==> src/rtl/lif_tdm_scheduler.sv <==
// lif_tdm_scheduler
// -----------------
// Time-multiplexed leak/integrate/fire controller. One datapath serves
// N_NEURONS virtual neurons whose membrane potentials live in an internal
// register file. Between timesteps it accepts weighted synaptic events.
// On each tick it sweeps the neurons in index order, one per cycle.
// A neuron at or above threshold is cleared and reported as a spike.
// Otherwise it leaks by V >> leak_shift.
//
// Ports
//   clk_i          system clock, rising edge
//   rst_ni         asynchronous active-low reset
//   tick_i         timestep strobe (one-cycle pulse)
//   syn_valid_i    synaptic event present
//   syn_idx_i      target neuron of the event
//   syn_weight_i   unsigned saturating increment
//   syn_ready_o    event accepted when syn_valid_i && syn_ready_o
//   threshold_i    firing threshold, static during a sweep
//   leak_shift_i   leak = V >> leak_shift_i, 0 disables leak
//   spike_valid_o  spike event present
//   spike_idx_o    index of the firing neuron
//   spike_ready_i  downstream accepts the spike
//   busy_o         high whenever the controller is not idle
//   step_done_o    one-cycle pulse at the end of a sweep
//   overrun_o      sticky: a tick was dropped
//   rd_idx_i       debug readback index
//   rd_v_o         V[rd_idx_i], registered, one-cycle latency
module lif_tdm_scheduler #(
  parameter int N_NEURONS = 8,
  parameter int IDX_W     = 3,
  parameter int V_W       = 8
) (
  input  logic             clk_i,
  input  logic             rst_ni,
  input  logic             tick_i,
  input  logic             syn_valid_i,
  input  logic [IDX_W-1:0] syn_idx_i,
  input  logic [V_W-1:0]   syn_weight_i,
  output logic             syn_ready_o,
  input  logic [V_W-1:0]   threshold_i,
  input  logic [2:0]       leak_shift_i,
  output logic             spike_valid_o,
  output logic [IDX_W-1:0] spike_idx_o,
  input  logic             spike_ready_i,
  output logic             busy_o,
  output logic             step_done_o,
  output logic             overrun_o,
  input  logic [IDX_W-1:0] rd_idx_i,
  output logic [V_W-1:0]   rd_v_o
);

  localparam logic [IDX_W-1:0] LAST_IDX = IDX_W'(N_NEURONS - 1);

  typedef enum logic [1:0] {
    ST_IDLE,
    ST_SWEEP,
    ST_SPIKE,
    ST_DONE
  } state_e;

  state_e           state_q;
  logic [IDX_W-1:0] ptr_q;
  logic [V_W-1:0]   v_q [N_NEURONS];
  logic             pending_q;
  logic             overrun_q;
  logic             syn_ready_q;
  logic             spike_valid_q;
  logic [IDX_W-1:0] spike_idx_q;
  logic             busy_q;
  logic             step_done_q;
  logic [V_W-1:0]   rd_v_q;

  // Shared datapath: saturating integrate for the event port, and
  // fire/leak evaluation for the neuron under the sweep pointer.
  logic [V_W:0]   sum_wide;
  logic [V_W-1:0] syn_sum_d;
  logic [V_W-1:0] v_cur;
  logic [V_W-1:0] leak_amt;
  logic [V_W-1:0] v_sweep_d;
  logic           fire;
  logic           syn_we;
  logic           sweep_we;

  always_comb begin
    v_cur     = v_q[ptr_q];
    sum_wide  = {1'b0, v_q[syn_idx_i]} + {1'b0, syn_weight_i};
    // Carry out means the sum exceeded full scale: clamp instead of wrap.
    syn_sum_d = sum_wide[V_W] ? {V_W{1'b1}} : sum_wide[V_W-1:0];
    // A shift of zero would subtract V from itself, so it means "no leak".
    leak_amt  = (leak_shift_i == 3'd0) ? '0 : (v_cur >> leak_shift_i);
    // Fire is judged on the un-leaked potential.
    fire      = (v_cur >= threshold_i);
    v_sweep_d = fire ? '0 : (v_cur - leak_amt);
    syn_we    = (state_q == ST_IDLE) && syn_valid_i && syn_ready_q;
    sweep_we  = (state_q == ST_SWEEP);
  end

  // Membrane potential register file. Event writes happen only in IDLE and
  // sweep writes only in SWEEP, so the two ports never collide.
  always_ff @(posedge clk_i or negedge rst_ni) begin
    if (!rst_ni) begin
      for (int i = 0; i < N_NEURONS; i++) begin
        v_q[i] <= '0;
      end
    end else begin
      if (syn_we) begin
        v_q[syn_idx_i] <= syn_sum_d;
      end
      if (sweep_we) begin
        v_q[ptr_q] <= v_sweep_d;
      end
    end
  end

  // Debug readback samples the array as it stands, including mid-sweep.
  always_ff @(posedge clk_i or negedge rst_ni) begin
    if (!rst_ni) begin
      rd_v_q <= '0;
    end else begin
      rd_v_q <= v_q[rd_idx_i];
    end
  end

  // Control FSM with registered handshake and status outputs.
  always_ff @(posedge clk_i or negedge rst_ni) begin
    if (!rst_ni) begin
      state_q       <= ST_IDLE;
      ptr_q         <= '0;
      pending_q     <= 1'b0;
      overrun_q     <= 1'b0;
      syn_ready_q   <= 1'b0;
      spike_valid_q <= 1'b0;
      spike_idx_q   <= '0;
      busy_q        <= 1'b0;
      step_done_q   <= 1'b0;
    end else begin
      // A tick while busy is remembered once; a second one is lost.
      if ((state_q != ST_IDLE) && tick_i) begin
        if (pending_q) begin
          overrun_q <= 1'b1;
        end else begin
          pending_q <= 1'b1;
        end
      end

      case (state_q)
        ST_IDLE: begin
          if (tick_i || pending_q) begin
            state_q     <= ST_SWEEP;
            ptr_q       <= '0;
            pending_q   <= 1'b0;
            syn_ready_q <= 1'b0;
            busy_q      <= 1'b1;
          end else begin
            syn_ready_q <= 1'b1;
          end
        end

        ST_SWEEP: begin
          if (fire) begin
            spike_valid_q <= 1'b1;
            spike_idx_q   <= ptr_q;
            state_q       <= ST_SPIKE;
          end else if (ptr_q == LAST_IDX) begin
            step_done_q <= 1'b1;
            state_q     <= ST_DONE;
          end else begin
            ptr_q <= ptr_q + 1'b1;
          end
        end

        ST_SPIKE: begin
          // Pointer stays frozen until the spike is taken downstream.
          if (spike_ready_i) begin
            spike_valid_q <= 1'b0;
            if (ptr_q == LAST_IDX) begin
              step_done_q <= 1'b1;
              state_q     <= ST_DONE;
            end else begin
              ptr_q   <= ptr_q + 1'b1;
              state_q <= ST_SWEEP;
            end
          end
        end

        ST_DONE: begin
          step_done_q <= 1'b0;
          busy_q      <= 1'b0;
          syn_ready_q <= 1'b1;
          state_q     <= ST_IDLE;
        end

        default: begin
          state_q <= ST_IDLE;
        end
      endcase
    end
  end

  assign syn_ready_o   = syn_ready_q;
  assign spike_valid_o = spike_valid_q;
  assign spike_idx_o   = spike_idx_q;
  assign busy_o        = busy_q;
  assign step_done_o   = step_done_q;
  assign overrun_o     = overrun_q;
  assign rd_v_o        = rd_v_q;

endmodule

==> config.mk <==
export PLATFORM = sky130hd
export DESIGN_NAME = lif_tdm_scheduler
export DESIGN_NICKNAME = d
export VERILOG_FILES = /design/src/rtl/lif_tdm_scheduler.sv
export SDC_FILE = /design/constraint.sdc
export NUM_CORES = 1
export LEC_CHECK = 0
export ABC_AREA = 1
export BUFFER_PORTS_ARGS = -buffer_cell sky130_fd_sc_hd__buf_2
export CORE_MARGIN = 2
export CORE_UTILIZATION = 24
export DETAILED_ROUTE_END_ITERATION = 8
export PLACE_DENSITY = 0.38
export SLEW_MARGIN = 20
export SYNTH_ARGS = -nofsm -noshare
export SYNTH_HDL_FRONTEND = slang
export SYNTH_SLANG_ARGS = --single-unit
==> constraint.sdc <==
create_clock -name clk_i -period 2.8 [get_ports clk_i]
set_clock_uncertainty 0.1 [all_clocks]
set_input_delay 0.42 -clock clk_i [delete_from_list [all_inputs] [get_ports clk_i]]
set_output_delay 0.42 -clock clk_i [all_outputs]
set_load 0.01 [all_outputs]
==> results.py <==
metrics = {
    "routing": {
        "num_vias": 7739,
        "ant_nets": 0,
        "drt-initial-drc-count": 488,
        "vias_per_cell": 4.76,
        "first_pass_iters": 5,
        "route.detailed.drc": 0,
        "routed_wl_um": 29500,
        "wl_per_cell_um": 18.2,
    },
    "timing": {
        "fmax_ghz": 0.321,
        "tns_ns": -10.08,
        "hold_viol": 2,
        "slew_headroom_pct": 49.7,
        "max_slew.worst_pin.slew_ns": 0.754,
        "finalCritPeriodShare_pct": 111,
        "rsz0062_at_grt": "true",
        "worst_slack_ns": -0.310,
        "slew_viol_final": 0,
        "setup_violations": 67,
        "holdWs_ns": -0.00551,
        "min_period_ns": 3.11,
    },
    "grt": {
        "grt_first_pass_wirelength_um": 45400,
        "busiest_layer": "met2",
        "antenna_found_initial": 0,
        "met3_usage_pct": 2.47,
        "grt_pass1_vias": 7598,
        "grt_max_degree": 51,
        "gr-total-overflow": 0,
        "use_met2_pct": 34.7,
        "grt_usage_pct": 20.7,
        "grtUsageMet1_pct": 27.4,
    },
    "clock_tree": {
        "clk_path_buf_depth": 2,
        "cts.clk_slew.worst_paths_ns": 0.08,
        "insertion_delay_ns": 0.36,
        "clock-sinks": 86,
        "cts_tree": "yes",
        "cts.hold.buffers_added": 0,
        "htreeDepth": 3,
        "cts_buffers": 9,
        "cts_root_buffer": "clkbuf_16",
    },
    "flow_run": {
        "cap_violations": 0,
    },
    "final_layout": {
        "nNetsFinal": 1305,
        "area_delta_synth_final_pct": 37.3,
        "drive_gt1_share_pct": 26.8,
        "n_fill_cell": 3086,
        "antenna_cells": 0,
    },
    "place": {
        "gp_congestion": 0.875,
        "numPortBuffers": 45,
        "hpwlAfterDp_um": 23700,
    },
    "die": {
        "die_area_um2": 29700,
        "core_area_um2": 27900,
        "die_h_um": 172,
        "pin_count": 46,
        "die_x_um": 172,
        "core.rowCount": 61,
        "initial_core_util_pct": 24.4,
    },
    "status": {
        "status": "finished with violations",
        "violations": "negative hold slack, negative setup slack",
    },
    "pwr": {
        "p_total_uw": 13100,
        "power_density_nw_per_um2": 1400,
        "p_leak_uw": 0.00472,
        "vdd_drop_max_v": 0.000754,
    },
    "yosys": {
        "syn_nets": 1096,
        "syn_avg_cell_area_um2": 6.58,
        "ys_seq_area_share_pct": 31.6,
        "yosysMostFrequentCell": "nand2_1",
        "ys_ff_latch": 86,
        "synth_top_cells_by_area": "dfrtp_1 (32%), nand2_1 (16%), o21ai_0 (9.5%)",
        "yosysWarnings": 0,
        "netlist_instances": 1034,
        "synthTopCellsByCount": "nand2_1 (295), o21ai_0 (129), inv_1 (125), a21oi_1 (99), dfrtp_1 (86)",
        "postSynth.asyncResetShare_pct": 100,
        "yosys.area.top_type": "dfrtp_1",
        "synth_top_area_share_pct": 31.6,
        "syn-cell-area_um2": 6810,
        "synth_edf_count": 0,
        "yosysUniqueCellTypes": 41,
        "synth_flop_cell": "dfrtp_1",
    },
    "worst_setup_path": {
        "setup.worst_path.start_class": "register",
        "cp_max_fo": 15,
        "required_ns": 2.95,
        "cp_num_buf_inv": 4,
        "cpMostUsedCell": "nand2_1",
        "cp-end-kind": "register",
        "worstSetupPathType": "register to register",
        "cp.arrival_ns": 3.26,
        "cp_slowest_cell": "dfrtp_2",
        "cp_top_family": "simple AND/OR/NAND/NOR gates",
        "worstPathCellList": "buf_12 > o21ai_2 > buf_4 > nand2_1 > nand2_1 > nand2_1 > nand3_2 > nand2_1 > nand2_1 > nand3_1 > nand2_2 > ha_1 > inv_1 > fa_2 > nand4_1 > nand3_1 > xor2_1 > nand2_2 > nand2_1 > nand2_2 > inv_1",
        "critPathMaxStageDelay_ns": 0.47,
    },
    "min_path": {
        "hold_class": "input port to async pin",
    },
}
-- state kept, by name, indices dropped and copies added, names as in the netlist --
name,flops
v_q,64
rd_v_o,8
ptr_q,3
spike_idx_o,3
state_q,2
busy_o,1
overrun_o,1
pending_q,1
spike_valid_o,1
step_done_o,1
syn_ready_o,1
-- through the flow --
stage | utilization, % | instances | instance area, um2 | setup WS (ns)
6_report | 33.6 | 1626 | 9350 | -0.310
5_1_grt | 33.6 | 1626 | 9350 | -0.505
4_1_cts | 33.2 | 1624 | 9260 | -0.287
3_5_place_dp | 31.6 | 1607 | 8800 | -0.530
3_3_place_gp | 31.6 | 1607 | 8800 | -0.585
2_1_floorplan | - | 1034 | 6820 | 0.00909
-- cell type report --
cell class,count,area (um2),share of cell area [%]
Clock inverter,7,56.3,0.602
Timing Repair Buffer,230,1740,18.6
Clock buffer,9,225,2.41
Multi-Input combinational cell,777,4180,44.7
Sequential cell,86,2150,23.0
Tap cell,378,473,5.06
Inverter,139,522,5.58
-- power by group --
group | switching, uW | internal (uW) | leakage [uW]
registers | 414 | 1800 | 0.000992
logic | 5570 | 4050 | 0.00359
clock network | 603 | 616 | 0.000137
total | 6590 | 6470 | 0.00472
-- cells in the final DEF, fill, tap and decap left out, drive strengths merged --
master and n:
a21o 3, o21ai 137, inv 141, nand3 59, dfrtp 86, a211oi 2
nand2 295, xnor2 3, o2111ai 1, buf 230, a221oi 15, ha 30
xor2 2, o2bb2ai 1, o21bai 1, o21a 1, o32ai 2, nor3 1
o211ai 3, nand3b 3, a21oi 100, o22ai 13, nand4 9, a31oi 8
or2 5, fa 2, a22oi 5, nor2 75, clkbuf 9, a31o 1
clkinv 4, clkinvlp 1
-- kinds of logic (layout without fill, tap and decap cells) --
logic type / count (synthesis) / in the layout / synth area share (%)
AND/OR/NAND/NOR: 447 / 447 / 27.6
AO/OA/AOI/OAI: 293 / 293 / 23.6
buffers and inverters: 171 / 385 / 10.4
flip-flops: 86 / 86 / 31.6
adder cells (fa/ha/maj): 32 / 32 / 6.10
XOR/XNOR: 5 / 5 / 0.644
-- final timing paths --
path / start / to / slack [ns] / cells after the start
max in group asynchronous: rst_ni / v_q[63] / 1.90 / 2
hold / removal: rst_ni / overrun_o / -0.006 / 1
setup reg to reg: ptr_q[0] / v_q[46] / -0.31 / 21
setup / recovery: ptr_q[0] / v_q[46] / -0.31 / 21
min in group clk_i: rd_idx_i[2] / rd_v_o[6] / 0.19 / 2
hold reg to reg: overrun_o / overrun_o / 0.36 / 1
-- repair_timing --
item,CTS,global route
setup endpoints to repair,73,74
buffers inserted,1,2
pin swaps,10,5
endpoints found under the hold margin,0,0
resized for setup,72,23
-- routing by layer --
metal | vias up | wire length, um
met4 | 0 | 831
met1 | 3653 | 13600
li1 | 3862 | -
met3 | 49 | 1130
met5 | - | 0
met2 | 175 | 14000
Power figures use the tool's default switching activity.
